**config.mk**
```make
export PLATFORM = sky130hd
export DESIGN_NAME = prog_loader
export DESIGN_NICKNAME = d
export VERILOG_FILES = /design/src/rtl/prog_loader.sv
export SDC_FILE = /design/constraint.sdc
export NUM_CORES = 1
export LEC_CHECK = 0
export BUFFER_PORTS_ARGS = -buffer_cell sky130_fd_sc_hd__buf_2
export CAP_MARGIN = 20
export CORE_MARGIN = 2
export CORE_UTILIZATION = 61
export CTS_BUF_LIST = sky130_fd_sc_hd__clkbuf_8
export DETAILED_ROUTE_END_ITERATION = 10
export PLACE_DENSITY = 0.79
export SYNTH_ARGS = -nofsm -noshare
export SYNTH_HDL_FRONTEND = slang
export SYNTH_SLANG_ARGS = --single-unit
```
**constraint.sdc**
```tcl
create_clock -name i_clk -period 2.75 [get_ports i_clk]
set_input_delay 0.4125 -clock i_clk [delete_from_list [all_inputs] [get_ports i_clk]]
set_output_delay 0.4125 -clock i_clk [all_outputs]
set_load 0.02 [all_outputs]
```
**src/rtl/prog_loader.sv**
```systemverilog
// UART-fed program loader: the first byte is a length, the following bytes are written to
// sequential RAM addresses, then the CPU is released from reset.
`timescale 1ns/1ps
module prog_loader #(
  parameter int CLKS_PER_BIT = 868
) (
  input  logic       i_clk,
  input  logic       i_reset,
  input  logic       i_rx,
  input  logic       i_reload,
  output logic [7:0] o_ramAddress,
  output logic [7:0] o_ramWriteData,
  output logic       o_ramWriteEn,
  output logic       o_cpuReset,
  output logic       o_busy,
  output logic       o_frameErr
);

  localparam logic [11:0] HALF_M1 = 12'(CLKS_PER_BIT / 2 - 1);
  localparam logic [11:0] BIT_M1  = 12'(CLKS_PER_BIT - 1);

  typedef enum logic [1:0] {RX_IDLE, RX_START, RX_DATA, RX_STOP} rxState_t;
  typedef enum logic [1:0] {LD_WAIT_LEN, LD_LOAD, LD_DONE} ldState_t;

  // Reset asserts asynchronously but releases two edges later, so no state
  // moves on the edges immediately after deassertion.
  logic rstMeta, rstSyncN;
  always_ff @(posedge i_clk or negedge i_reset)
    if (!i_reset) begin
      rstMeta  <= 1'b0;
      rstSyncN <= 1'b0;
    end else begin
      rstMeta  <= 1'b1;
      rstSyncN <= rstMeta;
    end

  logic        rxMeta, rxSync, rxPrev;
  rxState_t    rxState, rxStateNext;
  logic [11:0] rxCnt, rxCntNext;
  logic [2:0]  bitIdx, bitIdxNext;
  logic [7:0]  shiftReg, shiftNext;
  logic        byteValid, byteValidNext, frameSet;

  ldState_t    ldState, ldStateNext;
  logic [7:0]  idx, idxNext, addrNext, dataNext;
  logic [8:0]  rem, remNext;
  logic        weNext, frameErrNext;

  always_comb begin
    rxStateNext   = rxState;
    rxCntNext     = rxCnt + 12'd1;
    bitIdxNext    = bitIdx;
    shiftNext     = shiftReg;
    byteValidNext = 1'b0;
    frameSet      = 1'b0;
    case (rxState)
      RX_IDLE: begin
        rxCntNext = '0;
        if (rxPrev && !rxSync) rxStateNext = RX_START;
      end
      RX_START:
        if (rxCnt == HALF_M1) begin
          rxCntNext   = '0;
          bitIdxNext  = '0;
          rxStateNext = rxSync ? RX_IDLE : RX_DATA;
        end
      RX_DATA:
        if (rxCnt == BIT_M1) begin
          rxCntNext  = '0;
          shiftNext  = {rxSync, shiftReg[7:1]};
          bitIdxNext = bitIdx + 3'd1;
          if (bitIdx == 3'd7) rxStateNext = RX_STOP;
        end
      RX_STOP:
        if (rxCnt == BIT_M1) begin
          rxCntNext   = '0;
          rxStateNext = RX_IDLE;
          if (rxSync) byteValidNext = !i_reload;
          else        frameSet      = 1'b1;
        end
      default: rxStateNext = RX_IDLE;
    endcase
    if (!rstSyncN) begin
      rxStateNext   = RX_IDLE;
      rxCntNext     = '0;
      bitIdxNext    = '0;
      shiftNext     = '0;
      byteValidNext = 1'b0;
      frameSet      = 1'b0;
    end
  end

  always_ff @(posedge i_clk or negedge i_reset)
    if (!i_reset) begin
      rxMeta    <= 1'b1;
      rxSync    <= 1'b1;
      rxPrev    <= 1'b1;
      rxState   <= RX_IDLE;
      rxCnt     <= '0;
      bitIdx    <= '0;
      shiftReg  <= '0;
      byteValid <= 1'b0;
    end else begin
      rxMeta    <= rstSyncN ? i_rx : 1'b1;
      rxSync    <= rstSyncN ? rxMeta : 1'b1;
      rxPrev    <= rstSyncN ? rxSync : 1'b1;
      rxState   <= rxStateNext;
      rxCnt     <= rxCntNext;
      bitIdx    <= bitIdxNext;
      shiftReg  <= shiftNext;
      byteValid <= byteValidNext;
    end

  // A length byte of 0 encodes a full 256-byte program.
  always_comb begin
    ldStateNext  = ldState;
    idxNext      = idx;
    remNext      = rem;
    addrNext     = o_ramAddress;
    dataNext     = o_ramWriteData;
    weNext       = 1'b0;
    frameErrNext = o_frameErr | frameSet;
    if (i_reload) begin
      ldStateNext  = LD_WAIT_LEN;
      idxNext      = '0;
      frameErrNext = 1'b0;
    end else begin
      case (ldState)
        LD_WAIT_LEN:
          if (byteValid) begin
            remNext     = {shiftReg == 8'd0, shiftReg};
            ldStateNext = LD_LOAD;
          end
        LD_LOAD:
          if (o_ramWriteEn && rem == 9'd0) ldStateNext = LD_DONE;
          else if (byteValid && rem != 9'd0) begin
            weNext   = 1'b1;
            addrNext = idx;
            dataNext = shiftReg;
            idxNext  = idx + 8'd1;
            remNext  = rem - 9'd1;
          end
        LD_DONE: ;
        default: ldStateNext = LD_WAIT_LEN;
      endcase
    end
    if (!rstSyncN) begin
      ldStateNext  = LD_WAIT_LEN;
      idxNext      = '0;
      remNext      = '0;
      addrNext     = '0;
      dataNext     = '0;
      weNext       = 1'b0;
      frameErrNext = 1'b0;
    end
  end

  always_ff @(posedge i_clk or negedge i_reset)
    if (!i_reset) begin
      ldState        <= LD_WAIT_LEN;
      idx            <= '0;
      rem            <= '0;
      o_ramAddress   <= '0;
      o_ramWriteData <= '0;
      o_ramWriteEn   <= 1'b0;
      o_frameErr     <= 1'b0;
    end else begin
      ldState        <= ldStateNext;
      idx            <= idxNext;
      rem            <= remNext;
      o_ramAddress   <= addrNext;
      o_ramWriteData <= dataNext;
      o_ramWriteEn   <= weNext;
      o_frameErr     <= frameErrNext;
    end

  assign o_cpuReset = (ldState == LD_DONE);
  assign o_busy     = (ldState != LD_DONE);

endmodule

```
==> metrics.csv, run 1 <==
stage,metric,value,unit
logic_synthesis,post-synthesis simple-gate area fraction,19.9,%
power_and_ir_drop,combinational share of power,2.5,%
floorplanning,DIE WIDTH,78.2,µm
floorplanning,standard-cell rows,27,
power_and_ir_drop,internal power summed over all cells,1640,µW
sta,Worst Skew,0.00986,ns
grt,number of antenna violations at the first check in global routing,0,
critical_path,critical path start-end classification,flop to flop,
placed_design,Final Wtd Congestion,0.825,
grt,overall overflow remaining after global route,0,
detailed_routing,DRC violations left,0,
logic_synthesis,count of mapped cells out of synthesis,331,
logic_synthesis,complex-gate fraction of the synthesized area,14.9,%
cts,H-tree levels,3,
cts,CTS clock-pin slew for the worst setup and hold paths,0.08,ns
floorplanning,initial core utilization,62.2,%
placed_design,count of port buffers added during placement,23,
cts,CTS tree,yes,
detailed_routing,Final Routed Wirelength,7.07,mm
sta,final setup TNS,0,ns
power_and_ir_drop,portion of total power attributed to the clock network,48.7,%
layout,fin nets,367,
critical_path,CP Max Fanout,16,
layout,most frequent standard cell in the layout excluding fill and tap cells,dfrtp_1,
placed_design,post-detailed-placement cell area,3540,µm²
logic_synthesis,post-synthesis instance area,3360,µm²
detailed_routing,routed vias,2607,
sta,Worst-Margin Slew,0.657,ns
layout,antenna diode instance count,0,
logic_synthesis,Syn Area/Cell,10.1,µm²
sta,setup repair after global routing missed its margin,no,
layout,number of filler cells placed in the layout,420,
sta,number of failing setup endpoints in the final timing report,0,
sta,share of the clock period used by the worst path after layout,81.9,%
sta,least setup slack across all paths after layout,0.497,ns
sta,final count of pins violating max slew,0,
cts,cell at the root of the clock tree,clkbuf_8,
cts,number of sinks driven by the clock tree,68,
layout,share of final-layout standard cells stronger than drive strength 1,18.2,%
logic_synthesis,share of cell area taken by muxes after synthesis,5.07,%
power_and_ir_drop,switching part of the total power,20.6,%
logic_synthesis,number of enable flip-flop cells after synthesis,0,
cts,TritonCTS Buffers,9,
layout,highest-count cells in the layout ignoring fill and taps,"65 x dfrtp_1, 41 x nor2_1, 23 x buf_2, 21 x nand2_1",
floorplanning,die height,78.2,µm
placed_design,instance count after placement with tap cells included,418,
layout,Final Cell Area,3790,µm²
cts,# Post-CTS Setup Buffers,0,
power_and_ir_drop,sequential share of power,48.7,%
grt,pin count of the biggest net entering global routing,30,
cts,Clock Tree Buf Depth,2,
logic_synthesis,"post-synthesis share of cell area spent on full adders, half adders and majority gates",2.23,%
power_and_ir_drop,static power due to leakage,0.00179,µW
grt,number of global-route vias before repair,2504,
critical_path,WP data required,2.97,ns
layout,Post-Layout Cell Count,434,
run_status,status,"finished, final reports clean",
critical_path,Critical Path Start Type,flop,
logic_synthesis,most common flop cell mapped by yosys,dfrtp_1,
floorplanning,area of the die,6120,µm²
power_and_ir_drop,VDD IR-drop max,0.000394,V
detailed_routing,number of detailed-route iterations in the first pass,4,
logic_synthesis,sequential element share of the synthesized area,50.8,%
cts,number of instances resized during post-cts repair,0,
cts,"Clk Latency, worst-skew pair",0.34,ns
placed_design,DP HPWL,4.80,mm
sta,Final min period,2.25,ns
logic_synthesis,flop and latch count out of synthesis,68,
layout,multi-input gate area in the final layout,1520,µm²
power_and_ir_drop,net switching power,425,µW
logic_synthesis,number of warning messages in the yosys log,0,
detailed_routing,count of antenna-violating nets left after detailed routing,0,
floorplanning,number of top-level pins,24,
floorplanning,Floorplan Core Area,5410,µm²
sta,worst max-slew margin expressed relative to the limit,55.9,%
layout,register area,1710,µm²
detailed_routing,average wire length per cell after detail routing,16.3,µm
sta,hold slack final,0.0954,ns
flow_run,count of max-cap constraint violations,0,
sta,final-report hold violation count,0,
grt,Total Routing Usage GR,25.3,%
layout,Area Overhead vs Synth,12.7,%
critical_path,Critical Path End Type,flop,
sta,achievable clock frequency,444,MHz
logic_synthesis,post-synthesis net count,341,
detailed_routing,DRC marker count from the first detailed-route iteration,208,
grt,first-pass GRT wire length,12.2,mm
critical_path,data arrival time at the worst-slack endpoint,2.47,ns
detailed_routing,routed vias/inst,6.01,
logic_synthesis,number of distinct library cells after synthesis,56,
logic_synthesis,combinational family with the most area after synthesis,simple AND/OR/NAND/NOR gates,
cts,number of hold buffers added after cts,0,
placed_design,post-placement setup slack,0.499,ns
logic_synthesis,area share of xor/xnor cells in the synthesized design,3.13,%
hold_path,type of the worst min-delay path,primary input to async pin,
logic_synthesis,"Async S/R FF share, synth",100,%
power_and_ir_drop,Pwr per Cell Area,546,nW/µm²
-- area by class of cell --
cell class	count	share of cell area, %
Inverter	10	0.991
Tap cell	72	2.38
Clock buffer	10	3.64
Clock inverter	6	2.94
Sequential cell	68	45.0
Multi-Input combinational cell	236	40.2
Timing Repair Buffer	32	4.82
-- sequential cells by signal, summed over array words and instances, names as in the netlist --
signal          count
bitIdx              3
byteValid           1
idx                 8
ldState             2
o_frameErr          1
o_ramAddress        8
o_ramWriteData      8
o_ramWriteEn        1
rem                 9
rstMeta             1
rstSyncN            1
rxCnt              12
rxMeta              1
rxPrev              1
rxState             2
rxSync              1
shiftReg            8
-- per-layer routing --
metal  vias up  track usage [%]  part of all wire (%)
li1       1241                -                     -
met3        13             4.48                   4.1
met4         0             11.2                   1.5
met5         -                0                     0
met2        71             37.6                    47
met1      1282             36.8                    47
-- worst max-delay path, cell delays in order (launching register included) --
cell     delay [ns]
dfrtp_1        0.41
inv_1          0.07
ha_1           0.18
or4b_1         0.66
o21ai_4        0.21
buf_4          0.29
mux2i_1        0.26
nor2_1         0.06
-- cells by family (layout without fill, tap and decap cells) --
kind of cell,after synthesis,after routing
compound gates,71,71
xor+xnor,12,12
fa+ha+maj,6,6
buf+inv,27,58
flops,68,68
mux,17,17
other cells,1,1
simple gates,129,129
-- synth_stat cells, drive strengths merged, types with 4 or more instances --
cell type,instances,area [µm²]
a21oi,22,125
and3,5,31.3
and4,4,35.0
buf,7,53.8
clkbuf,10,41.3
dfrtp,65,1630
ha,6,75.1
inv,9,33.8
mux2i,17,170
nand2,21,78.8
nand2b,5,31.3
nand3,18,90.1
nor2,41,154
nor3,4,20.0
nor3b,4,30.0
nor4,4,25.0
o211ai,4,35.0
o21ai,18,105
o31ai,6,58.8
or3,5,31.3
xor2,11,96.3
-- path summary, 6_finish.rpt --
kind                               from              end  slack (ns)  cells past startpoint
worst max-delay path             rem[0]  o_ramAddress[0]        0.50                      7
worst min-delay path            i_reset           idx[6]         0.1                      1
worst max register to register   rem[0]  o_ramAddress[0]        0.50                      7
worst min register to register  rstMeta         rstSyncN        0.35                      0
max in group asynchronous       i_reset           rxPrev        1.87                      2
min in group i_clk                 i_rx           rxMeta        0.26                      2
-- metrics by stage --
step	utilization (%)	total power, µW
global route	70.0	2130
floorplan	-	1050
CTS	70.0	2090
finish	70.0	2070
global placement	65.4	1080
detailed placement	65.4	1080
-- power by group through the flow --
stage	Sequential, µW	Clock, µW	Combinational [µW]
floorplan	1030	0	18.5
global placement	1030	0	53.0
detailed placement	1030	0	54.5
CTS	1010	1020	54.7
global route	1010	1060	60.9
finish	1010	1010	52.6
(Power assumes the default switching activity.)
==> run 2, diff against run 1 <==
Clock period 2.75 ns to 2.3 ns, I/O delays scaled along.
==> run 2 against run 1 <==
Effect of this change:
- count of clock-buffer cells in the layout down 1
- sequential power up 20%
- clock skew about the same
- worst hold slack better by 0.11 ns
- global-route usage up 0.30 points
- critical path type unchanged
- largest power group unchanged
==> metrics.csv, run 2 (synthesized netlist as in run 1, its figures left out) <==
stage,metric,value,unit,change
floorplanning,area of the die,6120,µm²,unchanged
critical_path,Critical Path Start Type,flop,,unchanged
grt,Total Routing Usage GR,25.6,%,was 25.3%
critical_path,CP Max Fanout,9,,was 16
cts,TritonCTS Buffers,9,,unchanged
cts,Clock Tree Buf Depth,2,,unchanged
placed_design,DP HPWL,4.79,mm,was 4.80 mm
layout,register area,1710,µm²,unchanged
layout,"Most flops, register",rxCnt,,unchanged
run_status,status,"finished, final reports clean",,unchanged
layout,most frequent standard cell in the layout excluding fill and tap cells,dfrtp_1,,unchanged
floorplanning,initial core utilization,62.2,%,unchanged
grt,pin count of the biggest net entering global routing,57,,was 30
sta,final setup TNS,0,ns,unchanged
placed_design,Final Wtd Congestion,0.850,,was 0.825
sta,number of failing setup endpoints in the final timing report,0,,unchanged
layout,multi-input gate area in the final layout,1530,µm²,was 1520 µm²
detailed_routing,number of detailed-route iterations in the first pass,5,,was 4
layout,antenna diode instance count,0,,unchanged
hold_path,launch instance of the worst min-delay path,i_rx,,
power_and_ir_drop,Pwr per Cell Area,607,nW/µm²,was 546 nW/µm²
hold_path,type of the worst min-delay path,primary input to flop,,was primary input to async pin
flow_run,count of max-cap constraint violations,0,,unchanged
sta,Final min period,2.08,ns,was 2.25 ns
grt,number of antenna violations at the first check in global routing,0,,unchanged
sta,worst max-slew margin expressed relative to the limit,57.4,%,was 55.9%
sta,share of the clock period used by the worst path after layout,90.4,%,was 81.9%
detailed_routing,DRC marker count from the first detailed-route iteration,186,,was 208
floorplanning,DIE WIDTH,78.2,µm,unchanged
layout,final core occ,71.1,%,was 70.0%
layout,fin nets,372,,was 367
layout,number of filler cells placed in the layout,393,,was 420
critical_path,worst setup path startpoint,rem[0],,unchanged
sta,setup repair after global routing missed its margin,no,,unchanged
cts,cell at the root of the clock tree,clkbuf_8,,unchanged
detailed_routing,routed vias,2650,,was 2607
sta,final-report hold violation count,0,,unchanged
cts,CTS clock-pin slew for the worst setup and hold paths,0.07,ns,was 0.08 ns
grt,overall overflow remaining after global route,0,,unchanged
detailed_routing,Final Routed Wirelength,7.13,mm,was 7.07 mm
critical_path,Critical Path End Type,flop,,unchanged
floorplanning,die height,78.2,µm,unchanged
cts,"Clk Latency, worst-skew pair",0.34,ns,about the same
placed_design,count of port buffers added during placement,23,,unchanged
power_and_ir_drop,total power consumption of the routed design,2330,µW,was 2070 µW
layout,highest-count cells in the layout ignoring fill and taps,"65 x dfrtp_1, 41 x nor2_1, 23 x buf_2, 21 x nand2_1",,unchanged
layout,"flip-flop count of the largest register, all copies and words added",12,,unchanged
power_and_ir_drop,VDD IR-drop max,0.000529,V,was 0.000394 V
critical_path,WP data required,2.53,ns,was 2.97 ns
cts,H-tree levels,3,,unchanged
critical_path,data arrival time at the worst-slack endpoint,2.31,ns,was 2.47 ns
sta,Worst-Margin Slew,0.634,ns,was 0.657 ns
cts,CTS tree,yes,,unchanged
floorplanning,standard-cell rows,27,,unchanged
sta,Worst Skew,0.0101,ns,was 0.00986 ns
detailed_routing,average wire length per cell after detail routing,16.2,µm,was 16.3 µm
critical_path,critical path start-end classification,flop to flop,,unchanged
layout,share of final-layout standard cells stronger than drive strength 1,19.3,%,was 18.2%
critical_path,worst flop-to-flop path startpoint,rem[0],,unchanged
grt,first-pass GRT wire length,12.1,mm,was 12.2 mm
layout,Area Overhead vs Synth,14.4,%,was 12.7%
floorplanning,Floorplan Core Area,5410,µm²,unchanged
grt,number of global-route vias before repair,2505,,was 2504
sta,final count of pins violating max slew,0,,unchanged
sta,achievable clock frequency,481,MHz,was 444 MHz
power_and_ir_drop,static power due to leakage,0.00180,µW,was 0.00179 µW
cts,number of sinks driven by the clock tree,68,,unchanged
detailed_routing,DRC violations left,0,,unchanged
detailed_routing,routed vias/inst,6.04,,was 6.01
floorplanning,number of top-level pins,24,,unchanged
detailed_routing,count of antenna-violating nets left after detailed routing,0,,unchanged
layout,registers with the most flip-flops,"rxCnt (12), rem (9)",,unchanged
run 2: changes by cell type in the layout (fill, tap and decap cells not counted), sizes merged:
| cell | delta |
|---|---|
| dlygate4sd3 | +1 |
| clkinv | +2 |
| buf | +4 |
| bufinv | -1 |
| clkbuf | -1 |
run 2: path summary, 6_finish.rpt:
| path | to | slack (ns) | cells after the start |
|---|---|---|---|
| min | rxMeta | 0.20 | 2 |
| min reg2reg | rstSyncN | 0.36 | 0 |
| max | rem[8] | 0.22 | 6 |
| max in group asynchronous | rxMeta | 1.27 | 3 |
| min in group asynchronous | rem[6] | 0.42 | 2 |
| max reg2reg | rem[8] | 0.22 | 6 |
run 2: cell type report:
class | count | area share [%]
clock buffer | 9 | 3.22
clock inverter | 7 | 2.38
inverter | 10 | 0.977
multi-input combinational | 236 | 39.9
sequential | 68 | 44.4
tap | 72 | 2.34
timing repair buffer | 37 | 6.77
run 2: through the flow:
stage	worst slack (ns)	cells	hold WS (ns)	area, µm²
6_report	0.221	439	0.200	3840
5_1_grt	0.125	439	0.216	3840
4_1_cts	0.0493	439	0.188	3830
3_5_place_dp	0.0743	422	0.263	3600
3_3_place_gp	0.140	422	0.267	3600
2_1_floorplan	0.267	331	0.0494	3360
run 2: power by group:
part           switching (µW)  internal, µW  total [µW]
registers                4.19          1200        1210
clock network             457           606        1060
logic                    48.7          15.4        64.1
run 2: timing repair:
| item | 4_1_cts | 5_1_grt |
|---|---|---|
| hold buffers | 1 | 0 |
| gates resized for setup | 0 | 2 |
| endpoints found under the hold margin | 10 | 0 |
| setup buffers | 0 | 0 |
| endpoints found under the setup margin | 0 | 10 |
run 2: critical path: stages (launching register included):
cell     delay [ns]
dfrtp_1        0.41
inv_1          0.07
ha_1           0.18
or4b_4         0.58
o21a_1         0.22
o21a_1         0.16
o311a_2        0.36
run 2: layer usage:
layer / up-vias / part of all wire [%] / track usage, %
met5: - / 0 / 0
met1: 1311 / 46 / 36.0
met4: 0 / 2.3 / 13.5
met3: 12 / 4.8 / 4.94
li1: 1249 / - / -
met2: 78 / 47 / 38.0
==> run 3, diff against run 2 <==
Settings changed: CORE_ASPECT_RATIO from default to 1.4.
==> run 3 against run 2 <==
Effect of this change:
- the run now ends with negative hold slack left
- critical endpoint unchanged
- critical path depth stayed put
- critical path type unchanged
- die area grew 0.14%
- utilization shrank 1.4 points
- clock skew is 0.00095 ns higher
- clock power is 16% lower
- sequential share of layout area grew 0.87 points
==> metrics.csv, run 3 (synthesized netlist as in run 1, its figures left out) <==
stage,metric,value,unit,change
power_and_ir_drop,internal power summed over all cells,1610,µW,was 1820 µW
layout,Area Overhead vs Synth,12.2,%,was 14.4%
layout,"flip-flop count of the largest register, all copies and words added",12,,unchanged
sta,Worst Skew,0.0110,ns,was 0.0101 ns
cts,"Clk Latency, worst-skew pair",0.35,ns,was 0.34 ns
power_and_ir_drop,total power consumption of the routed design,2150,µW,was 2330 µW
detailed_routing,routed vias,2588,,was 2650
power_and_ir_drop,static power due to leakage,0.00177,µW,was 0.00180 µW
layout,most frequent standard cell in the layout excluding fill and tap cells,dfrtp_1,,unchanged
detailed_routing,count of antenna-violating nets left after detailed routing,0,,unchanged
run_status,violations in the final reports,negative hold slack,,
grt,number of antenna violations at the first check in global routing,0,,unchanged
sta,hold slack final,-0.000780,ns,was 0.200 ns
sta,Final min period,2.08,ns,about the same
flow_run,count of max-cap constraint violations,0,,unchanged
grt,number of global-route vias before repair,2588,,was 2505
power_and_ir_drop,net switching power,543,µW,was 510 µW
layout,share of final-layout standard cells stronger than drive strength 1,19.2,%,was 19.3%
critical_path,sum of buffers and inverters on the critical path,1,,unchanged
critical_path,CP Max Fanout,9,,unchanged
critical_path,Top delay family on crit path,compound AO/OA/AOI/OAI gates,,unchanged
layout,number of filler cells placed in the layout,428,,was 393
floorplanning,number of top-level pins,24,,unchanged
cts,CTS clock-pin slew for the worst setup and hold paths,0.08,ns,was 0.07 ns
detailed_routing,DRC marker count from the first detailed-route iteration,208,,was 186
power_and_ir_drop,portion of total power attributed to the clock network,41.2,%,was 45.6%
layout,highest-count cells in the layout ignoring fill and taps,"65 x dfrtp_1, 41 x nor2_1, 23 x buf_2, 21 x nand2_1",,unchanged
grt,Total Routing Usage GR,25.5,%,was 25.6%
hold_path,type of the worst min-delay path,primary input to async pin,,was primary input to flop
detailed_routing,routed vias/inst,5.98,,was 6.04
floorplanning,die height,91.8,µm,was 78.2 µm
floorplanning,Floorplan Core Area,5410,µm²,unchanged
floorplanning,DIE WIDTH,66.7,µm,was 78.2 µm
critical_path,data arrival time at the worst-slack endpoint,2.31,ns,about the same
cts,cell at the root of the clock tree,clkbuf_8,,unchanged
power_and_ir_drop,combinational share of power,2.8,%,was 2.7%
sta,share of the clock period used by the worst path after layout,90.3,%,was 90.4%
placed_design,count of port buffers added during placement,23,,unchanged
sta,final-report hold violation count,2,,was 0
detailed_routing,average wire length per cell after detail routing,15.9,µm,was 16.2 µm
critical_path,cell mode on critical path,o21a_1,,unchanged
detailed_routing,Final Routed Wirelength,6.87,mm,was 7.13 mm
cts,number of sinks driven by the clock tree,68,,unchanged
floorplanning,initial core utilization,62.2,%,unchanged
layout,"Most flops, register",rxCnt,,unchanged
floorplanning,standard-cell rows,32,,was 27
power_and_ir_drop,Pwr per Cell Area,571,nW/µm²,was 607 nW/µm²
critical_path,Critical Path End Type,flop,,unchanged
cts,# Post-CTS Setup Buffers,0,,unchanged
sta,final count of pins violating max slew,0,,unchanged
layout,registers with the most flip-flops,"rxCnt (12), rem (9)",,unchanged
sta,achievable clock frequency,482,MHz,was 481 MHz
placed_design,Final Wtd Congestion,0.842,,was 0.850
cts,CTS tree,yes,,unchanged
critical_path,Critical Path Start Type,flop,,unchanged
detailed_routing,number of detailed-route iterations in the first pass,4,,was 5
floorplanning,area of the die,6130,µm²,was 6120 µm²
critical_path,cell breakdown of the critical path,inv_1 -> ha_1 -> or4b_4 -> o21a_1 -> o21a_1 -> o311a_2,,unchanged
power_and_ir_drop,switching part of the total power,25.2,%,was 21.9%
power_and_ir_drop,sequential share of power,56.0,%,was 51.7%
placed_design,DP HPWL,4.80,mm,was 4.79 mm
cts,H-tree levels,3,,unchanged
cts,Clock Tree Buf Depth,2,,unchanged
layout,register area,1710,µm²,unchanged
critical_path,critical path start-end classification,flop to flop,,unchanged
sta,number of failing setup endpoints in the final timing report,0,,unchanged
grt,first-pass GRT wire length,12.0,mm,was 12.1 mm
sta,setup repair after global routing missed its margin,no,,unchanged
grt,overall overflow remaining after global route,0,,unchanged
layout,antenna diode instance count,0,,unchanged
critical_path,highest cell delay on the worst timing path,0.57,ns,was 0.58 ns
detailed_routing,DRC violations left,0,,unchanged
layout,multi-input gate area in the final layout,1530,µm²,unchanged
power_and_ir_drop,VDD IR-drop max,0.000441,V,was 0.000529 V
cts,TritonCTS Buffers,9,,unchanged
layout,fin nets,370,,was 372
critical_path,Crit-path slowest cell,or4b_4,,unchanged
grt,pin count of the biggest net entering global routing,43,,was 57
run_status,status,finished with violations,,"was finished, final reports clean"
sta,worst max-slew margin expressed relative to the limit,58.5,%,was 57.4%
sta,final setup TNS,0,ns,unchanged
sta,Worst-Margin Slew,0.614,ns,was 0.634 ns
critical_path,WP data required,2.54,ns,was 2.53 ns
## run 3: changes by cell type in the layout (fill, tap and decap cells not counted), sizes merged
cell,before,now
inv,9,10
buf,36,35
bufinv,2,0
clkinv,5,6
dlygate4sd3,1,0
## run 3: cell type report
| class | instances | share of cell area [%] |
|---|---|---|
| tap | 68 | 2.26 |
| multi-input combinational | 236 | 40.7 |
| clock inverter | 7 | 1.39 |
| sequential | 68 | 45.3 |
| timing repair buffer | 35 | 6.11 |
| clock buffer | 9 | 3.29 |
| inverter | 10 | 0.996 |
## run 3: worst paths after layout
| check | endpoint | slack (ns) | cells after the start | from |
|---|---|---|---|---|
| hold / removal | rem[7] | -0.0008 | 1 | i_reset |
| setup / recovery | rem[8] | 0.22 | 6 | rem[0] |
| min in group i_clk | rxMeta | 0.19 | 2 | i_rx |
| hold reg to reg | rstSyncN | 0.35 | 0 | rstMeta |
| max in group asynchronous | o_ramWriteData[2] | 1.67 | 2 | i_reset |
| setup reg to reg | rem[8] | 0.22 | 6 | rem[0] |
## run 3: through the flow
step	cell area (µm²)	util (%)	setup slack, ns	std cells
after floorplan	3360	-	0.267	331
after global placement	3580	66.2	0.149	417
final	3770	69.7	0.224	433
after detailed placement	3580	66.2	0.0822	417
after CTS	3760	69.5	0.0810	433
after global routing	3770	69.7	0.107	433
## run 3: routing by layer
layer / up-vias / share of wire [%] / GRT usage [%]
met5: - / 0 / 0
met4: 0 / 1.6 / 11.9
met3: 10 / 3.1 / 4.29
met2: 45 / 53 / 42.7
met1: 1286 / 42 / 31.7
li1: 1247 / - / -
## run 3: power by group through the flow
stage / clock network (µW) / logic (µW) / registers [µW]
2_1_floorplan: 0 / 22.2 / 1230
3_3_place_gp: 0 / 60.4 / 1230
3_5_place_dp: 0 / 61.4 / 1230
5_1_grt: 961 / 69.3 / 1210
4_1_cts: 901 / 61.6 / 1210
6_report: 887 / 59.5 / 1210
## run 3: what timing repair did
action	CTS	global route
setup endpoints to repair	0	16
resized for setup	0	2
hold buffers	0	0
